`config.mk`:
```
export PLATFORM = sky130hd
export DESIGN_NAME = nibble_serial_adder
export DESIGN_NICKNAME = d
export VERILOG_FILES = /design/src/rtl/nibble_serial_adder_pkg.sv /design/src/rtl/nibble_serial_adder_ripple.sv /design/src/rtl/nibble_serial_adder.sv
export SDC_FILE = /design/constraint.sdc
export NUM_CORES = 1
export LEC_CHECK = 0
export BUFFER_PORTS_ARGS = -buffer_cell sky130_fd_sc_hd__buf_4
export CORE_AREA = 2 2 89 112
export DETAILED_ROUTE_END_ITERATION = 10
export DIE_AREA = 0 0 91 114
export PLACE_DENSITY = 0.56
export SLEW_MARGIN = 20
export SYNTH_ARGS = -nofsm -noshare
export SYNTH_HDL_FRONTEND = slang
export SYNTH_SLANG_ARGS = --single-unit
```
`constraint.sdc`:
```
create_clock -name clk -period 4 [get_ports clk]
set_clock_uncertainty 0.2 [all_clocks]
set_input_delay 0.6 -clock clk [delete_from_list [all_inputs] [get_ports clk]]
set_output_delay 0.6 -clock clk [all_outputs]
set_load 0.01 [all_outputs]
```
`src/rtl/nibble_serial_adder_pkg.sv`:
```
// ============================================================================
// adder_pkg : shared state encoding and slice width for nibble_serial_adder
// Revision  : 1.0
// ============================================================================
`default_nettype none

package adder_pkg;

  localparam int NIB_W = 4;

  typedef enum logic [1:0] {
    IDLE = 2'd0,
    RUN  = 2'd1,
    DONE = 2'd2
  } state_e;

endpackage

`default_nettype wire

```
`src/rtl/nibble_serial_adder_ripple.sv`:
```
// ============================================================================
// ripple_Adder : purely combinational 4-bit ripple-carry adder slice
// Revision     : 1.0
// ============================================================================
`default_nettype none

module ripple_Adder
  import adder_pkg::*;
(
  input  logic [NIB_W-1:0] x,
  input  logic [NIB_W-1:0] y,
  input  logic             Cin,
  output logic             Cout,
  output logic [NIB_W-1:0] S
);

  logic [NIB_W:0] c;

  assign c[0] = Cin;

  for (genvar i = 0; i < NIB_W; i++) begin : g_fa
    assign S[i]   = x[i] ^ y[i] ^ c[i];
    assign c[i+1] = (x[i] & y[i]) | (c[i] & (x[i] ^ y[i]));
  end

  assign Cout = c[NIB_W];

endmodule

`default_nettype wire

```
`src/rtl/nibble_serial_adder.sv`:
```
// ============================================================================
// nibble_serial_adder : WIDTH-bit adder streamed one nibble per clock through
//                       a single 4-bit ripple slice, valid/ready on both sides
// Revision            : 1.0
// ============================================================================
`default_nettype none

module nibble_serial_adder
  import adder_pkg::*;
#(
  parameter int WIDTH = 16
) (
  input  logic             clk,
  input  logic             rst,
  input  logic             in_valid,
  output logic             in_ready,
  input  logic [WIDTH-1:0] a,
  input  logic [WIDTH-1:0] b,
  input  logic             cin,
  output logic             out_valid,
  input  logic             out_ready,
  output logic [WIDTH-1:0] sum,
  output logic             cout,
  output logic             ovf
);

  localparam int NIBBLES = WIDTH / NIB_W;
  localparam int IDX_W   = (NIBBLES > 1) ? $clog2(NIBBLES) : 1;
  localparam logic [IDX_W-1:0] LAST_IDX = IDX_W'(NIBBLES - 1);

  state_e           state_q, state_d;
  logic [IDX_W-1:0] idx_q, idx_d;
  logic             carry_q, carry_d;
  logic [WIDTH-1:0] a_q, a_d;
  logic [WIDTH-1:0] b_q, b_d;
  logic [WIDTH-1:0] sum_q, sum_d;
  logic             cout_q, cout_d;
  logic             ovf_q, ovf_d;

  logic [NIB_W-1:0] slice_s;
  logic             slice_cout;
  logic             accept;

  ripple_Adder u_slice (
    .x    (a_q[idx_q*NIB_W +: NIB_W]),
    .y    (b_q[idx_q*NIB_W +: NIB_W]),
    .Cin  (carry_q),
    .Cout (slice_cout),
    .S    (slice_s)
  );

  always_comb begin
    state_d  = state_q;
    idx_d    = idx_q;
    carry_d  = carry_q;
    a_d      = a_q;
    b_d      = b_q;
    sum_d    = sum_q;
    cout_d   = cout_q;
    ovf_d    = ovf_q;
    in_ready = (state_q == IDLE) || ((state_q == DONE) && out_ready);
    accept   = in_valid && in_ready;

    case (state_q)
      IDLE, DONE: begin
        if (state_q == DONE && out_ready) begin
          state_d = IDLE;
        end
        // Accepting from DONE gives the zero-bubble back-to-back handoff.
        if (accept) begin
          a_d     = a;
          b_d     = b;
          carry_d = cin;
          idx_d   = '0;
          state_d = RUN;
        end
      end
      RUN: begin
        sum_d[idx_q*NIB_W +: NIB_W] = slice_s;
        carry_d                     = slice_cout;
        if (idx_q == LAST_IDX) begin
          idx_d   = '0;
          cout_d  = slice_cout;
          ovf_d   = (a_q[WIDTH-1] == b_q[WIDTH-1]) && (slice_s[NIB_W-1] != a_q[WIDTH-1]);
          state_d = DONE;
        end else begin
          idx_d = idx_q + 1'b1;
        end
      end
      default: state_d = IDLE;
    endcase
  end

  always_ff @(posedge clk or posedge rst) begin
    if (rst) begin
      state_q <= IDLE;
      idx_q   <= '0;
      carry_q <= 1'b0;
      a_q     <= '0;
      b_q     <= '0;
      sum_q   <= '0;
      cout_q  <= 1'b0;
      ovf_q   <= 1'b0;
    end else begin
      state_q <= state_d;
      idx_q   <= idx_d;
      carry_q <= carry_d;
      a_q     <= a_d;
      b_q     <= b_d;
      sum_q   <= sum_d;
      cout_q  <= cout_d;
      ovf_q   <= ovf_d;
    end
  end

  assign out_valid = (state_q == DONE);
  assign sum       = sum_q;
  assign cout      = cout_q;
  assign ovf       = ovf_q;

endmodule

`default_nettype wire

```
==> results of run 1 <==
## worst max-delay path: stages, from the launching register on
cell and delay, ps:
sky130_fd_sc_hd__dfrtp_1 610, sky130_fd_sc_hd__mux4_2 580, sky130_fd_sc_hd__fa_1 390, sky130_fd_sc_hd__inv_1 70
sky130_fd_sc_hd__fa_1 170, sky130_fd_sc_hd__fa_1 160, sky130_fd_sc_hd__inv_1 50, sky130_fd_sc_hd__fa_1 560
sky130_fd_sc_hd__nand2b_1 120, sky130_fd_sc_hd__o22ai_1 80, sky130_fd_sc_hd__mux2_2 270
## sequential cells by signal, summed over array words and instances, names as in the netlist
signal and flops:
state_q 2, cout 1, ovf 1, a_q 16, idx_q 2, b_q 16
sum 16, carry_q 1
## cell usage in the layout (no fill, tap or decap), drive strengths merged, types with 3 or more instances in the layout
| cell | Yosys | final |
|---|---|---|
| fa | 4 | 4 |
| nand2 | 12 | 12 |
| dfrtp | 55 | 55 |
| inv | 10 | 10 |
| ha | 6 | 6 |
| a22o | 8 | 8 |
| nand3b | 3 | 3 |
| clkbuf | 1 | 6 |
| mux4 | 8 | 8 |
| mux2 | 34 | 34 |
| buf | 7 | 59 |
| o21ai | 7 | 7 |
## logic make-up (layout without fill, tap and decap cells)
logic type,after synthesis,count (layout),share of synthesized area
simple gates,33,33,0.0908
compound gates,22,22,0.0620
flops,55,55,0.502
fa+ha+maj,10,10,0.0566
mux,42,42,0.242
buf+inv,18,76,0.0465
## where the power goes
part / switching, mW / internal (mW)
Combinational: 0.700 / 0.810
Sequential: 0.221 / 0.816
Clock: 0.189 / 0.245
## final timing paths
kind / start / cells past startpoint / end
min reg2reg: sum[10] / 2 / sum[10]
max reg2reg: idx_q[0] / 10 / ovf
min: rst / 2 / b_q[5]
min in group clk: sum[10] / 2 / sum[10]
max: idx_q[0] / 10 / ovf
max in group asynchronous: rst / 3 / a_q[1]
## per-stage QoR
stage | worst slack (ps) | hold slack [ps] | util | cells | power (mW)
2_1_floorplan | 752 | 272 | - | 180 | 2.15
3_3_place_gp | 665 | 272 | 0.346 | 357 | 2.57
3_5_place_dp | 615 | 277 | 0.346 | 357 | 2.58
4_1_cts | 613 | 209 | 0.362 | 364 | 3.03
5_1_grt | 476 | 244 | 0.362 | 364 | 3.18
6_report | 636 | 186 | 0.362 | 364 | 2.98
## layout make-up
type                       count  share of cell area
multi-input combinational    107               0.366
tap                          126              0.0463
inverter                      10              0.0110
sequential                    55               0.404
clock inverter                 1             0.00147
timing repair buffer          59               0.130
clock buffer                   6              0.0408
## metal layers
layer | track usage | share of wire | vias to the layer above
li1 | - | - | 766
met1 | 0.151 | 0.46 | 806
met2 | 0.174 | 0.49 | 37
met3 | 0.0238 | 0.038 | 6
met4 | 0.0242 | 0.0081 | 0
met5 | 0 | 0 | -
==> run metrics, run 1 <==
row cnt=40; Detail Route Antenna Nets=0; Final #Nets=285; #FFs+latches synth=55; Setup violations, final=0; x dimension of the die=91 um; clock latency reported for the late side of the worst-skew pair=290 ps; root buffer selected by CTS=sky130_fd_sc_hd__clkbuf_16; Max Cap Viol=0; DIE AREA=10,400 um2; layout overhead on the synthesized area=24.1%; CTS clk-pin slew, worst paths=70 ps; Via Count=1,615; category of the critical setup timing path=flop to flop; cts bufs inserted=5; Final Max Tran Viols=0; syn nets=227; area occupied by registers=1380 um2; maximum number of pins on one net before global-route repair=37; layout cell share with drive strength beyond 1=0.492; worst-case headroom to the max-slew limit=0.599; most instantiated cells after synthesis=sky130_fd_sc_hd__dfrtp_1 (55), sky130_fd_sc_hd__mux2_4 (26), sky130_fd_sc_hd__nand2_1 (12); number of enable-type register cells in the synthesized netlist=0; multi-input combinational cell area=1240 um2; arrival time of data at the critical path endpoint=3340 ps; Sink Count=55; iteration count of the initial detailed-routing pass=4; first-pass GRT wire length=8850 um; share of the synthesized area in the top cell type=0.502; Cell Area, Synth=2740 um2; overall fraction of global-route tracks in use=0.108; flop-to-flop setup slack=640 ps; antenna violations before repair=0; sum of overflow across all layers after global routing=0; Leakage=1.60 nW; total power density per cell area=876 nW/um2; fmax=297 MHz; run status=complete, no violations; Setup crit end kind=flop; largest vdd supply drop=0.415 mV; share of the clock period used by the worst path after layout=0.841; Least-Margin Pin Slew=601 ps; total number of H-tree levels=2; startpoint kind of the worst setup timing path=flop; total non-filler cell area in the finished layout=3400 um2; Synth Instances=180; setup tns final=0 ps; number of gates resized after cts=0; Yosys warning total=0; Initial Util=0.291; RSZ-0062 raised after global routing=no; die span in y=114 um; count of final hold-check violations=0; portion of the post-synthesis area used by sequential elements=0.502; post-place instance area=3260 um2; number of global-route vias before repair=1,649; Synth area leader=sky130_fd_sc_hd__dfrtp_1; Post-Syn Area per Cell=15.2 um2; number of I/O pins=57; number of vias per cell=4.44; detailed placement HPWL=4180 um; DRC viols=0; global placer's final weighted congestion=0.702; cell types occupying the most area after synthesis=sky130_fd_sc_hd__dfrtp_1 (50%), sky130_fd_sc_hd__mux2_4 (14%), sky130_fd_sc_hd__mux4_2 (5.7%); Data required, critical path=3980 ps; CTS tree=yes; most repeated cell in the gate-level netlist after synthesis=sky130_fd_sc_hd__dfrtp_1; average wire per cell in the routed design=15.0 um; number of antenna cells inserted=0; worst-path fanout max=8; number of filler instances in the final layout=956; Port Buf Inserts=56; core area=9410 um2; count of routing violations after the opening detailed-route iteration=38; Max clock buf depth=2; CTS Hold Bufs=0; proportion of synthesized flip-flops having asynchronous set or reset=1.00; total detailed-routing wirelength=5450 um; type of the tightest min-delay check=input pin to asynchronous set/reset pin; primary flip-flop cell chosen by synthesis mapping=sky130_fd_sc_hd__dfrtp_1; time the worst path needs with I/O delays and setup=3360 ps; post-CTS setup-driven buffer insertion count=0; Cell variety after synth=41
Power figures use the tool's default switching activity.
==> run 2: changes to the inputs <==
==> constraint.sdc (replaced) <==
create_clock -name clk -period 3.5 [get_ports clk]
set_clock_uncertainty 0.2 [all_clocks]
set_input_delay 0.525 -clock clk [delete_from_list [all_inputs] [get_ports clk]]
set_output_delay 0.525 -clock clk [all_outputs]
set_load 0.01 [all_outputs]
==> run 2 against run 1 <==
Against the previous run: clock power increased by 20%; critical path type unchanged; worst hold slack worse by 51 ps; sequential share of layout area decreased by 0.32 points; worst setup slack got worse by 310 ps; sequential cell count unchanged; final cell count is 0.82% higher; core utilization up 0.29 points; sequential power increased by 11%; combinational power is 19% higher; wire length up 3.8%.
==> run metrics, run 2 (same netlist as run 1, synthesis figures left out) <==
Via Count=1,651 (was 1,615); max incr delay on CP=500 ps (was 610 ps); root buffer selected by CTS=sky130_fd_sc_hd__clkbuf_16 (unchanged); post-layout power=3.46 mW (was 2.98 mW); worst-case hold slack=135 ps (was 186 ps); number of vias per cell=4.50 (was 4.44); worst-path fanout max=6 (was 8); RSZ-0062 raised after global routing=no (unchanged); number of I/O pins=57 (unchanged); CTS clk-pin slew, worst paths=70 ps (about the same); library cell contributing the largest single delay on the critical path=sky130_fd_sc_hd__fa_1 (was sky130_fd_sc_hd__dfrtp_1); total power density per cell area=1010 nW/um2 (was 876 nW/um2); overall fraction of global-route tracks in use=0.113 (was 0.108); cts bufs inserted=5 (unchanged); most common cell after layout, fill and taps aside=sky130_fd_sc_hd__buf_4 (unchanged); number of non-filler instances in the completed layout=367 (was 364); CP dominant cell by count=sky130_fd_sc_hd__fa_1 (unchanged); number of global-route vias before repair=1,718 (was 1,649); worst-case headroom to the max-slew limit=0.561 (was 0.599); Final #Nets=287 (was 285); detailed placement HPWL=4340 um (was 4180 um); fmax=315 MHz (was 297 MHz); Data required, critical path=3470 ps (was 3980 ps); Max clock buf depth=2 (unchanged); category of the critical setup timing path=flop to flop (unchanged); Detail Route Antenna Nets=0 (unchanged); Setup crit end kind=flop (unchanged); Cells after DPL=359 (was 357); Setup violations, final=0 (unchanged); x dimension of the die=91 um (unchanged); run status=complete, no violations (unchanged); total detailed-routing wirelength=5660 um (was 5450 um); time the worst path needs with I/O delays and setup=3170 ps (was 3360 ps); origin of the worst setup path=idx_q[0] (unchanged); largest vdd supply drop=0.398 mV (was 0.415 mV); iteration count of the initial detailed-routing pass=4 (unchanged); first-pass GRT wire length=9200 um (was 8850 um); die span in y=114 um (unchanged); antenna violations before repair=0 (unchanged); share of the clock period used by the worst path after layout=0.907 (was 0.841); setup tns final=0 ps (unchanged); DRC viols=0 (unchanged); DIE AREA=10,400 um2 (unchanged); Max Cap Viol=0 (unchanged); average wire per cell in the routed design=15.4 um (was 15.0 um); type of the tightest min-delay check=input pin to asynchronous set/reset pin (unchanged); R2R Path Start=idx_q[0] (unchanged); Final Max Tran Viols=0 (unchanged); count of routing violations after the opening detailed-route iteration=46 (was 38); row cnt=40 (unchanged); CTS tree=yes (unchanged); layout cell share with drive strength beyond 1=0.494 (was 0.492); share of the core filled with cells=0.365 (was 0.362); cell-by-cell listing of the critical path=buf_4 > mux4_2 > inv_1 > fa_1 > fa_1 > inv_1 > fa_1 > nand2b_1 > o22ai_1 > mux2_2 (was mux4_2 > fa_1 > inv_1 > fa_1 > fa_1 > inv_1 > fa_1 > nand2b_1 > o22ai_1 > mux2_2); count of final hold-check violations=0 (unchanged); layout overhead on the synthesized area=25.1% (was 24.1%); worst setup margin=327 ps (was 636 ps); total non-filler cell area in the finished layout=3430 um2 (was 3400 um2); Least-Margin Pin Slew=657 ps (was 601 ps); sum of overflow across all layers after global routing=0 (unchanged); core area=9410 um2 (unchanged); Sink Count=55 (unchanged); post-place instance area=3270 um2 (was 3260 um2); arrival time of data at the critical path endpoint=3150 ps (was 3340 ps); number of filler instances in the final layout=945 (was 956); clock latency reported for the late side of the worst-skew pair=290 ps (about the same); number of antenna cells inserted=0 (unchanged); CTS Hold Bufs=0 (unchanged); startpoint kind of the worst setup timing path=flop (unchanged); maximum number of pins on one net before global-route repair=37 (unchanged); post-placement setup slack=303 ps (was 615 ps); Initial Util=0.291 (unchanged); Leakage=1.62 nW (was 1.60 nW); post-CTS setup-driven buffer insertion count=0 (unchanged); most frequent cells in the layout=sky130_fd_sc_hd__buf_4 (61), sky130_fd_sc_hd__dfrtp_1 (55), sky130_fd_sc_hd__mux2_4 (26) (was sky130_fd_sc_hd__buf_4 (59), sky130_fd_sc_hd__dfrtp_1 (55), sky130_fd_sc_hd__mux2_4 (26)); global placer's final weighted congestion=0.743 (was 0.702); total number of H-tree levels=2 (unchanged); number of gates resized after cts=0 (unchanged); Port Buf Inserts=56 (unchanged)
[run 2: final cells by class]
| type | count | area, um2 | share of cell area |
|---|---|---|---|
| clock buffer | 8 | 156 | 0.0456 |
| inverter | 10 | 37.5 | 0.0109 |
| multi-input combinational | 107 | 1240 | 0.363 |
| sequential | 55 | 1380 | 0.401 |
| tap | 126 | 158 | 0.0460 |
| timing repair buffer | 61 | 458 | 0.133 |
[run 2: worst paths after layout]
| path | to | depth (start not counted) | slack [ps] |
|---|---|---|---|
| max | ovf | 10 | 330 |
| min | b_q[5] | 2 | 130 |
| max reg2reg | ovf | 10 | 330 |
| min reg2reg | sum[10] | 2 | 280 |
| max in group asynchronous | a_q[8] | 3 | 2170 |
| min in group clk | state_q[1] | 2 | 260 |
[run 2: report_power, final]
group	switching [mW]	total [mW]	internal [mW]
sequential	0.222	1.15	0.932
combinational	0.848	1.79	0.942
clock	0.214	0.519	0.305
total	1.28	3.46	2.18
[run 2: layer usage]
layer / routed length (um) / track usage
met1: 2500 / 0.148
met2: 2850 / 0.191
met3: 240 / 0.0225
met4: 75 / 0.0333
met5: 0 / 0
[run 2: worst max-delay path: cells and delay by family, from the launching register on]
kind            cells  cell delay (ps)
fa+ha+maj           3             1310
mux                 2              600
flops               1              440
buf+inv             3              320
simple gates        1              110
compound gates      1               70
==> run 3: changes to the inputs <==
--- a/config.mk
+++ b/config.mk
@@ -10,6 +10,7 @@
 export DETAILED_ROUTE_END_ITERATION = 10
 export DIE_AREA = 0 0 91 114
 export PLACE_DENSITY = 0.56
+export RECOVER_POWER = 25
 export SLEW_MARGIN = 20
 export SYNTH_ARGS = -nofsm -noshare
 export SYNTH_HDL_FRONTEND = slang
==> run 3 against run 2 <==
Against the previous run: sequential cell count did not move; sequential share of layout area barely moved; largest cell class unchanged; maximum frequency barely moved; critical path depth did not move; first-iteration DRC count did not move.
==> run metrics, run 3 (same netlist as run 1, synthesis figures left out) <==
run status=complete, no violations (unchanged); x dimension of the die=91 um (unchanged); DRC viols=0 (unchanged); CTS Hold Bufs=0 (unchanged); CTS clk-pin slew, worst paths=70 ps (about the same); antenna violations before repair=0 (unchanged); clock latency reported for the late side of the worst-skew pair=290 ps (about the same); CP dominant cell by count=sky130_fd_sc_hd__fa_1 (unchanged); overall fraction of global-route tracks in use=0.113 (unchanged); Leakage=1.61 nW (was 1.62 nW); category of the critical setup timing path=flop to flop (unchanged); max incr delay on CP=500 ps (about the same); startpoint kind of the worst setup timing path=flop (unchanged); count of routing violations after the opening detailed-route iteration=46 (unchanged); global placer's final weighted congestion=0.743 (unchanged); maximum number of pins on one net before global-route repair=37 (unchanged); number of vias per cell=4.50 (unchanged); worst-case headroom to the max-slew limit=0.0723 (was 0.561); total detailed-routing wirelength=5660 um (about the same); largest vdd supply drop=0.398 mV (about the same); fmax=315 MHz (about the same); Sink Count=55 (unchanged); share of the clock period used by the worst path after layout=0.907 (about the same); number of antenna cells inserted=0 (unchanged); Final Max Tran Viols=0 (unchanged); iteration count of the initial detailed-routing pass=4 (unchanged); Setup crit end kind=flop (unchanged); setup tns final=0 ps (unchanged); count of final hold-check violations=0 (unchanged); worst-path fanout max=6 (unchanged); Max clock buf depth=2 (unchanged); die span in y=114 um (unchanged); Final #Nets=287 (unchanged); DIE AREA=10,400 um2 (unchanged); time the worst path needs with I/O delays and setup=3170 ps (about the same); most common cell after layout, fill and taps aside=sky130_fd_sc_hd__buf_4 (unchanged); Max Cap Viol=0 (unchanged); total number of H-tree levels=2 (unchanged); total power density per cell area=1010 nW/um2 (about the same); RSZ-0062 raised after global routing=no (unchanged); number of I/O pins=57 (unchanged); average wire per cell in the routed design=15.4 um (about the same); cell-by-cell listing of the critical path=buf_4 > mux4_2 > inv_1 > fa_1 > fa_1 > inv_1 > fa_1 > nand2b_1 > o22ai_1 > mux2_2 (unchanged); Setup violations, final=0 (unchanged); number of gates resized after cts=0 (unchanged); cell family with the largest share of critical-path delay=adder cells (unchanged); Buffers & Inverters on Critical Path=3 (unchanged); CTS tree=yes (unchanged); Detail Route Antenna Nets=0 (unchanged); Data required, critical path=3470 ps (about the same); core area=9410 um2 (unchanged); cts bufs inserted=5 (unchanged); Least-Margin Pin Slew=1390 ps (was 657 ps); type of the tightest min-delay check=input pin to flop (was input pin to asynchronous set/reset pin); most frequent cells in the layout=sky130_fd_sc_hd__buf_4 (59), sky130_fd_sc_hd__dfrtp_1 (55), sky130_fd_sc_hd__mux2_4 (26) (was sky130_fd_sc_hd__buf_4 (61), sky130_fd_sc_hd__dfrtp_1 (55), sky130_fd_sc_hd__mux2_4 (26)); number of global-route vias before repair=1,718 (unchanged); arrival time of data at the critical path endpoint=3150 ps (about the same); Initial Util=0.291 (unchanged); Cells after DPL=359 (unchanged); first-pass GRT wire length=9200 um (unchanged); row cnt=40 (unchanged); worst-case hold slack=256 ps (was 135 ps); post-CTS setup-driven buffer insertion count=0 (unchanged); Port Buf Inserts=56 (unchanged); root buffer selected by CTS=sky130_fd_sc_hd__clkbuf_16 (unchanged); layout overhead on the synthesized area=25.0% (was 25.1%); Via Count=1,651 (unchanged); library cell contributing the largest single delay on the critical path=sky130_fd_sc_hd__fa_1 (unchanged); detailed placement HPWL=4340 um (unchanged); sum of overflow across all layers after global routing=0 (unchanged); number of non-filler instances in the completed layout=367 (unchanged); layout cell share with drive strength beyond 1=0.485 (was 0.494)
-- run 3: where the power goes --
group | switching, mW | leakage, nW | internal [mW] | total, mW
clock network | 0.214 | 0.0772 | 0.305 | 0.519
registers | 0.222 | 0.681 | 0.932 | 1.15
logic | 0.848 | 0.855 | 0.941 | 1.79
total | 1.28 | 1.61 | 2.18 | 3.46
-- run 3: through the flow --
stage	utilization	power (mW)	cell area (um2)	setup WS [ps]
floorplan	-	2.46	2740	252
global placement	0.348	2.95	3270	398
detailed placement	0.348	2.99	3270	303
finish	0.364	3.46	3430	327
CTS	0.365	3.52	3430	286
global route	0.364	3.72	3430	168
-- run 3: layer usage --
layer	GRT usage	wire length, um	vias up
met5	0	0	-
met3	0.0225	240	8
li1	-	-	770
met1	0.148	2500	830
met4	0.0333	75	0
met2	0.191	2850	43
-- run 3: cell type report --
class / instances / area [um2]
Clock buffer: 8 / 156
Inverter: 10 / 37.5
Fill cell: 947 / 5980
Multi-Input combinational cell: 107 / 1240
Sequential cell: 55 / 1380
Tap cell: 126 / 158
Timing Repair Buffer: 61 / 454
-- run 3: final timing paths --
path / slack [ps] / from / depth (start not counted) / end
setup reg to reg: 330 / idx_q[0] / 10 / ovf
min in group asynchronous: 350 / rst / 2 / b_q[5]
hold / removal: 260 / out_ready / 2 / state_q[1]
max in group asynchronous: 890 / rst / 3 / a_q[8]
setup / recovery: 330 / idx_q[0] / 10 / ovf
hold reg to reg: 280 / sum[10] / 2 / sum[10]
